**src/rtl/wb_syscall_console_if.sv**
```systemverilog
// Writeback syscall console bus: pipeline syscall operands, data-memory read port,
// console character stream and sticky status flags.
interface wb_syscall_console_if #(
    parameter int DATA_W = 32
);
    logic              syscall_in;
    logic [DATA_W-1:0] v0;
    logic [DATA_W-1:0] a0;
    logic              stall_out;
    logic              mem_req;
    logic [DATA_W-1:0] mem_addr;
    logic [DATA_W-1:0] mem_rdata;
    logic [7:0]        char_out;
    logic              char_valid;
    logic              char_ready;
    logic              halt;
    logic              truncated;

    modport master (
        output syscall_in, v0, a0, mem_rdata, char_ready,
        input  stall_out, mem_req, mem_addr, char_out, char_valid, halt, truncated
    );

    modport slave (
        input  syscall_in, v0, a0, mem_rdata, char_ready,
        output stall_out, mem_req, mem_addr, char_out, char_valid, halt, truncated
    );
endinterface

```
**src/rtl/wb_syscall_console.sv**
```systemverilog
// Syscall service unit: prints string/hex/char over a valid/ready port, latches exit.
// 3 cycles per string char (+2 for NUL), 1 per hex digit/char; holds char_out while char_ready=0.
module wb_syscall_console #(
    parameter int DATA_W         = 32,
    parameter int MAX_STR_LEN    = 256,
    parameter int SVC_PRINT_INT  = 1,
    parameter int SVC_PRINT_STR  = 4,
    parameter int SVC_EXIT       = 10,
    parameter int SVC_PRINT_CHAR = 11
) (
    input  logic                  clk,
    input  logic                  reset,
    wb_syscall_console_if.slave   bus
);
    localparam int CNT_W = $clog2(MAX_STR_LEN + 1);
    localparam int IDX_W = (DATA_W / 4 > 1) ? $clog2(DATA_W / 4) : 1;

    typedef enum logic [2:0] {
        IDLE, STR_REQ, STR_WAIT, STR_EMIT, HEX_EMIT, CHR_EMIT
    } state_t;

    state_t            state_q, state_d;
    logic [DATA_W-1:0] ptr_q, ptr_d;
    logic [DATA_W-1:0] val_q, val_d;
    logic [CNT_W-1:0]  cnt_q, cnt_d;
    logic [IDX_W-1:0]  idx_q, idx_d;
    logic [7:0]        char_out_q, char_out_d;
    logic              char_vld_q, char_vld_d;
    logic              mem_req_q, mem_req_d;
    logic [DATA_W-1:0] mem_addr_q, mem_addr_d;
    logic              halt_q, halt_d;
    logic              trunc_q, trunc_d;

    logic              take;
    logic              svc_str, svc_int, svc_chr, svc_exit;
    logic [DATA_W-1:0] rd_shift;
    logic [7:0]        rd_byte;

    function automatic logic [7:0] hex_char(input logic [DATA_W-1:0] v,
                                            input logic [IDX_W-1:0]  i);
        logic [DATA_W-1:0] s;
        logic [3:0]        n;
        s = v >> {i, 2'b00};
        n = s[3:0];
        return (n < 4'd10) ? (8'h30 + {4'h0, n}) : (8'h37 + {4'h0, n});
    endfunction

    assign take     = (state_q == IDLE) && bus.syscall_in && !halt_q;
    assign svc_str  = (bus.v0 == DATA_W'(SVC_PRINT_STR));
    assign svc_int  = (bus.v0 == DATA_W'(SVC_PRINT_INT));
    assign svc_chr  = (bus.v0 == DATA_W'(SVC_PRINT_CHAR));
    assign svc_exit = (bus.v0 == DATA_W'(SVC_EXIT));

    // Big-endian lane pick: shifting the wanted byte to the top avoids a per-lane mux.
    assign rd_shift = bus.mem_rdata << {ptr_q[1:0], 3'b000};
    assign rd_byte  = rd_shift[DATA_W-1 -: 8];

    always_comb begin
        state_d    = state_q;
        ptr_d      = ptr_q;
        val_d      = val_q;
        cnt_d      = cnt_q;
        idx_d      = idx_q;
        char_out_d = char_out_q;
        char_vld_d = char_vld_q;
        mem_req_d  = 1'b0;
        mem_addr_d = mem_addr_q;
        halt_d     = halt_q;
        trunc_d    = trunc_q;
        unique case (state_q)
            IDLE: begin
                if (take) begin
                    if (svc_str) begin
                        ptr_d      = bus.a0;
                        cnt_d      = '0;
                        mem_req_d  = 1'b1;
                        mem_addr_d = {bus.a0[DATA_W-1:2], 2'b00};
                        state_d    = STR_REQ;
                    end else if (svc_int) begin
                        val_d      = bus.a0;
                        idx_d      = IDX_W'(DATA_W / 4 - 1);
                        char_out_d = hex_char(bus.a0, IDX_W'(DATA_W / 4 - 1));
                        char_vld_d = 1'b1;
                        state_d    = HEX_EMIT;
                    end else if (svc_chr) begin
                        char_out_d = bus.a0[7:0];
                        char_vld_d = 1'b1;
                        state_d    = CHR_EMIT;
                    end else if (svc_exit) begin
                        halt_d = 1'b1;
                    end
                end
            end
            STR_REQ: state_d = STR_WAIT;
            STR_WAIT: begin
                if (rd_byte == 8'h00) begin
                    state_d = IDLE;
                end else begin
                    char_out_d = rd_byte;
                    char_vld_d = 1'b1;
                    state_d    = STR_EMIT;
                end
            end
            STR_EMIT: begin
                if (bus.char_ready) begin
                    char_vld_d = 1'b0;
                    ptr_d      = ptr_q + DATA_W'(1);
                    cnt_d      = cnt_q + CNT_W'(1);
                    if (cnt_d == CNT_W'(MAX_STR_LEN)) begin
                        trunc_d = 1'b1;
                        state_d = IDLE;
                    end else begin
                        mem_req_d  = 1'b1;
                        mem_addr_d = {ptr_d[DATA_W-1:2], 2'b00};
                        state_d    = STR_REQ;
                    end
                end
            end
            HEX_EMIT: begin
                if (bus.char_ready) begin
                    if (idx_q == '0) begin
                        char_vld_d = 1'b0;
                        state_d    = IDLE;
                    end else begin
                        idx_d      = idx_q - IDX_W'(1);
                        char_out_d = hex_char(val_q, idx_d);
                    end
                end
            end
            CHR_EMIT: begin
                if (bus.char_ready) begin
                    char_vld_d = 1'b0;
                    state_d    = IDLE;
                end
            end
            default: state_d = IDLE;
        endcase
    end

    always_ff @(posedge clk) begin
        if (reset) begin
            state_q    <= IDLE;
            ptr_q      <= '0;
            val_q      <= '0;
            cnt_q      <= '0;
            idx_q      <= '0;
            char_out_q <= '0;
            char_vld_q <= 1'b0;
            mem_req_q  <= 1'b0;
            mem_addr_q <= '0;
            halt_q     <= 1'b0;
            trunc_q    <= 1'b0;
        end else begin
            state_q    <= state_d;
            ptr_q      <= ptr_d;
            val_q      <= val_d;
            cnt_q      <= cnt_d;
            idx_q      <= idx_d;
            char_out_q <= char_out_d;
            char_vld_q <= char_vld_d;
            mem_req_q  <= mem_req_d;
            mem_addr_q <= mem_addr_d;
            halt_q     <= halt_d;
            trunc_q    <= trunc_d;
        end
    end

    // Stall is combinational in IDLE so the syscall stays parked in WB while service starts.
    assign bus.stall_out  = (state_q != IDLE) || (take && (svc_str || svc_int || svc_chr));
    assign bus.mem_req    = mem_req_q;
    assign bus.mem_addr   = mem_addr_q;
    assign bus.char_out   = char_out_q;
    assign bus.char_valid = char_vld_q;
    assign bus.halt       = halt_q;
    assign bus.truncated  = trunc_q;
endmodule

```
**src/flat_wrapper.sv**
```systemverilog
// flat-port wrapper written by rule: the top's interface ports become plain ports
module wb_syscall_console_flat 
#(
    parameter int DATA_W         = 32,
    parameter int MAX_STR_LEN    = 256,
    parameter int SVC_PRINT_INT  = 1,
    parameter int SVC_PRINT_STR  = 4,
    parameter int SVC_EXIT       = 10,
    parameter int SVC_PRINT_CHAR = 11
)
  (clk, reset, bus_syscall_in, bus_v0, bus_a0, bus_mem_rdata, bus_char_ready, bus_stall_out, bus_mem_req, bus_mem_addr, bus_char_out, bus_char_valid, bus_halt, bus_truncated);
  wb_syscall_console_if #(.DATA_W(DATA_W)) bus_i ();
  input  logic clk;
  input  logic reset;
  input wire logic [$bits(bus_i.syscall_in)-1:0] bus_syscall_in;
  input wire logic [$bits(bus_i.v0)-1:0] bus_v0;
  input wire logic [$bits(bus_i.a0)-1:0] bus_a0;
  input wire logic [$bits(bus_i.mem_rdata)-1:0] bus_mem_rdata;
  input wire logic [$bits(bus_i.char_ready)-1:0] bus_char_ready;
  output wire logic [$bits(bus_i.stall_out)-1:0] bus_stall_out;
  output wire logic [$bits(bus_i.mem_req)-1:0] bus_mem_req;
  output wire logic [$bits(bus_i.mem_addr)-1:0] bus_mem_addr;
  output wire logic [$bits(bus_i.char_out)-1:0] bus_char_out;
  output wire logic [$bits(bus_i.char_valid)-1:0] bus_char_valid;
  output wire logic [$bits(bus_i.halt)-1:0] bus_halt;
  output wire logic [$bits(bus_i.truncated)-1:0] bus_truncated;
  assign bus_i.syscall_in = bus_syscall_in;
  assign bus_i.v0 = bus_v0;
  assign bus_i.a0 = bus_a0;
  assign bus_i.mem_rdata = bus_mem_rdata;
  assign bus_i.char_ready = bus_char_ready;
  assign bus_stall_out = bus_i.stall_out;
  assign bus_mem_req = bus_i.mem_req;
  assign bus_mem_addr = bus_i.mem_addr;
  assign bus_char_out = bus_i.char_out;
  assign bus_char_valid = bus_i.char_valid;
  assign bus_halt = bus_i.halt;
  assign bus_truncated = bus_i.truncated;
  wb_syscall_console #(.DATA_W(DATA_W), .MAX_STR_LEN(MAX_STR_LEN), .SVC_PRINT_INT(SVC_PRINT_INT), .SVC_PRINT_STR(SVC_PRINT_STR), .SVC_EXIT(SVC_EXIT), .SVC_PRINT_CHAR(SVC_PRINT_CHAR)) u_core (.clk(clk), .reset(reset), .bus(bus_i));
endmodule
```
**config.mk**
```make
export PLATFORM = sky130hd
export DESIGN_NAME = wb_syscall_console_flat
export DESIGN_NICKNAME = d
export VERILOG_FILES = /design/src/rtl/wb_syscall_console_if.sv /design/src/rtl/wb_syscall_console.sv /design/src/flat_wrapper.sv
export SDC_FILE = /design/constraint.sdc
export NUM_CORES = 1
export LEC_CHECK = 0
export BUFFER_PORTS_ARGS = -buffer_cell sky130_fd_sc_hd__buf_2
export CAP_MARGIN = 20
export CORE_UTILIZATION = 50
export DETAILED_ROUTE_END_ITERATION = 10
export GPL_TIMING_DRIVEN = 0
export HOLD_SLACK_MARGIN = 0.06
export PLACE_DENSITY = 0.89
export SLEW_MARGIN = 30
export SYNTH_ARGS = -nofsm -noshare
export SYNTH_HDL_FRONTEND = slang
export SYNTH_SLANG_ARGS = --single-unit
export TNS_END_PERCENT = 10
```
**constraint.sdc**
```tcl
create_clock -name clk -period 2.7 [get_ports clk]
set_input_delay 0.135 -clock clk [delete_from_list [all_inputs] [get_ports clk]]
set_output_delay 0.135 -clock clk [all_outputs]
set_load 0.01 [all_outputs]
```
==> PnR_summary.wiki <==
{| class="wikitable"
! Metric !! Value
|-
| Antenna diode instance count || 0
|-
| Share of the synthesized netlist area taken by xor and xnor gates || 4.88%
|-
| Arrival time reported for the critical path endpoint || 2.94 ns
|-
| Number of global-route vias before repair || 6743
|-
| Number of design-rule violations left by the first detailed-router iteration || 716
|-
| Max Cap Viol || 0
|-
| Async SR Flop Fraction || 0%
|-
| Die Width || 117 um
|-
| Static leakage || 3.18 nW
|-
| Average size of a mapped cell || 7.72 um2
|-
| Post-route standard cell area excluding fillers || 8550 um2
|-
| GR Util All Layers || 32.7%
|-
| Pin count of the biggest net entering global routing || 17
|-
| Avg Vias per Cell || 5.87
|-
| Post-place setup slack || -0.377 ns
|-
| Endpoint required time on the critical path || 2.97 ns
|-
| Final RePlAce weighted congestion || 0.951
|-
| Ordered cell list for the critical path || clkinvlp_4, ha_4, buf_8, mux2i_1, mux4_2, ha_2, o21ai_2, a21oi_1, a221oi_2, a211oi_2
|-
| Basic-gate share of the synthesized area counting and, or, nand and nor cells || 26.7%
|-
| Result of the run || completed
|-
| Post-Synthesis Cells || 856
|-
| Library cell with the largest summed area after synthesis || sky130_fd_sc_hd__dfxtp_1
|-
| Floorplan die area || 13700 um2
|-
| Register clock-pin slew on the reported worst setup and hold paths || 0.05 ns
|-
| Average routed wire per standard cell || 17.5 um
|-
| IO Port Bufs || 140
|-
| Top post-synthesis cells by count || sky130_fd_sc_hd__nand2_1, sky130_fd_sc_hd__dfxtp_1, sky130_fd_sc_hd__a21oi_1
|-
| Top cell type's share of synthesized area || 36.6%
|-
| Largest cells by area after synthesis || sky130_fd_sc_hd__dfxtp_1, sky130_fd_sc_hd__nand2_1, sky130_fd_sc_hd__a21oi_1
|-
| Vertical die dimension || 117 um
|-
| Peak clock frequency supported by timing || 375 MHz
|-
| Setup repair after global routing missed its margin || true
|-
| Fraction of layout cells with a size suffix above 1 || 22.2%
|-
| Via total after detailed routing || 7256
|-
| Nets || 1159
|-
| Number of top-level design ports || 145
|-
| TNS Setup || 0 ns
|-
| CTS H-tree lvls || 4
|-
| Commonest register cell after synthesis || sky130_fd_sc_hd__dfxtp_1
|-
| Delay of the slowest cell on the worst path || 0.53 ns
|-
| Worst clock skew || 0.00733 ns
|-
| Sequential cell area fraction in the yosys report || 36.6%
|-
| Arithmetic-cell share of the synthesized area counting full adders, half adders and majority gates || 1.14%
|-
| Mux contribution to synthesized area || 7.95%
|-
| Number of synthesized flops with an enable pin || 0
|-
| Total wire length || 21700 um
|-
| Kind of path behind the tightest hold check || input port to flop
|-
| Flip-flop and latch count after synthesis || 121
|-
| DRC errors left || 0
|-
| Drt pass-1 iters || 6
|-
| PD cells || 618 nW/um2
|-
| Setup slack after layout || 0.0331 ns
|-
| Worst setup SP type || flop
|-
| Final Max Tran Viols || 0
|-
| Worst Tran Pin Value || 0.752 ns
|-
| Setup CP Type || flop to flop
|-
| Count of yosys warnings during synthesis || 0
|-
| Minimum period implied by the final worst setup slack || 2.67 ns
|-
| Detailed placer's ending HPWL || 15400 um
|-
| Slowest stage cell on the critical path || sky130_fd_sc_hd__mux4_2
|-
| Clk_lat worst skew || 0.42 ns
|-
| First-pass GRT wire length || 33400 um
|-
| Final setup viols || 0
|-
| Synth Area in Compound Gates || 18.2%
|-
| Normalized max-slew margin || 49.1%
|-
| Core ar. || 12800 um2
|-
| Largest vdd supply drop || 0.436 mV
|-
| Clock tree sinks || 121
|-
| Most numerous cell in the Yosys netlist || sky130_fd_sc_hd__nand2_1
|-
| CP Max Fanout || 10
|-
| Antenna violations before repair || 0
|-
| Number of buffers inserted during clock tree synthesis || 17
|-
| Dominant combinational cell family by area after synthesis || simple AND/OR/NAND/NOR gates
|-
| Cell Area, Synth || 6610 um2
|-
| Fillcell total || 1022
|-
| Worst reg2reg setup slack || 0.03 ns
|-
| Placed inst area || 7540 um2
|-
| Final worst-path cycle share || 98.8%
|-
| Count of unique library cells instantiated by Yosys || 65
|-
| Clock tree root buffer cell || sky130_fd_sc_hd__clkbuf_16
|-
| CTS tree || done
|-
| Antenna-violating nets left || 0
|-
| Signed area change from the synthesized netlist to the final layout || 29.2%
|-
| Maximum root-to-sink buffer count || 2
|-
| Global-route congestion overflow total || 0
|-
| Standard-cell row count || 41
|-
| Final hold vios || 0
|-
| Critical Path Sink Type || flop
|-
| Starting Density || 51.8%
|}
power breakdown:
| part | total (mW) | internal (mW) | leakage, nW | switching (mW) |
|---|---|---|---|---|
| Clock | 2.19 | 1.39 | 0.283 | 0.794 |
| Combinational | 1.18 | 0.456 | 1.92 | 0.724 |
| Sequential | 1.92 | 1.86 | 0.977 | 0.0527 |
| Total | 5.28 | 3.71 | 3.18 | 1.57 |
final timing paths:
path | start | end | cells after the start
min reg2reg | u_core.bus.mem_addr[14] | u_core.bus.mem_addr[14] | 2
max reg2reg | u_core.idx_q[0] | u_core.bus.char_out[4] | 10
min | bus_v0[0] | u_core.bus.halt | 4
max | u_core.idx_q[0] | u_core.bus.char_out[4] | 10
metrics by stage:
| step | hold slack, ns | instances | power (mW) | utilization [%] |
|---|---|---|---|---|
| floorplan | 0.275 | 857 | 2.68 | - |
| global placement | 0.397 | 1169 | 3.01 | 59.1 |
| detailed placement | 0.402 | 1169 | 3.03 | 59.1 |
| CTS | 0.0818 | 1235 | 5.23 | 66.5 |
| global route | 0.134 | 1237 | 5.48 | 66.9 |
| finish | 0.0940 | 1237 | 5.28 | 66.9 |
per-layer routing:
layer,global-route usage (%),vias up,part of all wire (%)
li1,-,3377,-
met1,37.3,3317,39
met2,55.1,479,48
met3,9.22,83,9.5
met4,18.3,0,4.4
met5,0,-,0
registers in the layout, summed over array words and instances, names as in the netlist:
register / flops
u_core.bus.char_out: 8
u_core.bus.char_valid: 1
u_core.bus.halt: 1
u_core.bus.mem_addr: 30
u_core.bus.mem_req: 1
u_core.bus.truncated: 1
u_core.cnt_q: 9
u_core.idx_q: 3
u_core.ptr_q: 32
u_core.state_q: 3
u_core.val_q: 32
critical path: cells and delay by family (launching register included):
family          cells  cell delay, ns
mux                 2            0.66
compound gates      4            0.66
fa+ha+maj           2            0.55
flops               1            0.37
buf+inv             2            0.28
area by class of cell:
type	instances	area, um2	area share [%]
Inverter	10	41.3	0.483
Clock buffer	22	464	5.43
Tap cell	172	215	2.52
Clock inverter	9	98.8	1.16
Timing Repair Buffer	177	1060	12.4
Multi-Input combinational cell	669	3980	46.6
Sequential cell	121	2430	28.4
Buffer	57	264	3.09
cell usage in the layout, fill, tap and decap left out, types with 3 or more instances in the layout:
| master | count |
|---|---|
| sky130_fd_sc_hd__nor2b_1 | 6 |
| sky130_fd_sc_hd__and4_1 | 4 |
| sky130_fd_sc_hd__nand4_1 | 10 |
| sky130_fd_sc_hd__clkbuf_16 | 17 |
| sky130_fd_sc_hd__and3_1 | 10 |
| sky130_fd_sc_hd__dfxtp_1 | 120 |
| sky130_fd_sc_hd__buf_2 | 149 |
| sky130_fd_sc_hd__xnor2_1 | 21 |
| sky130_fd_sc_hd__o21ai_0 | 32 |
| sky130_fd_sc_hd__nand2b_1 | 6 |
| sky130_fd_sc_hd__clkbuf_1 | 44 |
| sky130_fd_sc_hd__buf_4 | 8 |
| sky130_fd_sc_hd__inv_1 | 9 |
| sky130_fd_sc_hd__nor3b_1 | 7 |
| sky130_fd_sc_hd__a211oi_2 | 6 |
| sky130_fd_sc_hd__clkinv_2 | 6 |
| sky130_fd_sc_hd__nand2_1 | 237 |
| sky130_fd_sc_hd__mux4_1 | 4 |
| sky130_fd_sc_hd__nor4b_1 | 3 |
| sky130_fd_sc_hd__nor2_1 | 40 |
| sky130_fd_sc_hd__nand3_1 | 20 |
| sky130_fd_sc_hd__o21ai_1 | 10 |
| sky130_fd_sc_hd__a211o_1 | 3 |
| sky130_fd_sc_hd__nor3_1 | 15 |
| sky130_fd_sc_hd__xor2_1 | 14 |
| sky130_fd_sc_hd__nor4_1 | 12 |
| sky130_fd_sc_hd__mux4_2 | 10 |
| sky130_fd_sc_hd__a221oi_2 | 3 |
| sky130_fd_sc_hd__a211oi_1 | 4 |
| sky130_fd_sc_hd__dlygate4sd3_1 | 31 |
| sky130_fd_sc_hd__o211ai_1 | 7 |
| sky130_fd_sc_hd__ha_1 | 3 |
| sky130_fd_sc_hd__mux2_2 | 4 |
| sky130_fd_sc_hd__a21oi_1 | 115 |
| sky130_fd_sc_hd__mux2i_1 | 15 |
what timing repair did:
action,in CTS,in global routing
setup buffers,4,2
cloned,0,0
hold buffers,31,0
pin swaps,1,2
endpoints found under the setup margin,21,29
resized for setup,10,9
hold endpoints to repair,32,0
logic make-up (layout without fill, tap and decap cells):
logic type               after synthesis  count (layout)
multiplexers                          33              33
other                                  1               2
adder cells (fa/ha/maj)                6               6
AO/OA/AOI/OAI                        203             203
flip-flops                           121             121
XOR/XNOR                              36              36
AND/OR/NAND/NOR                      389             389
buffers and inverters                 67             275
(Power assumes the default switching activity.)
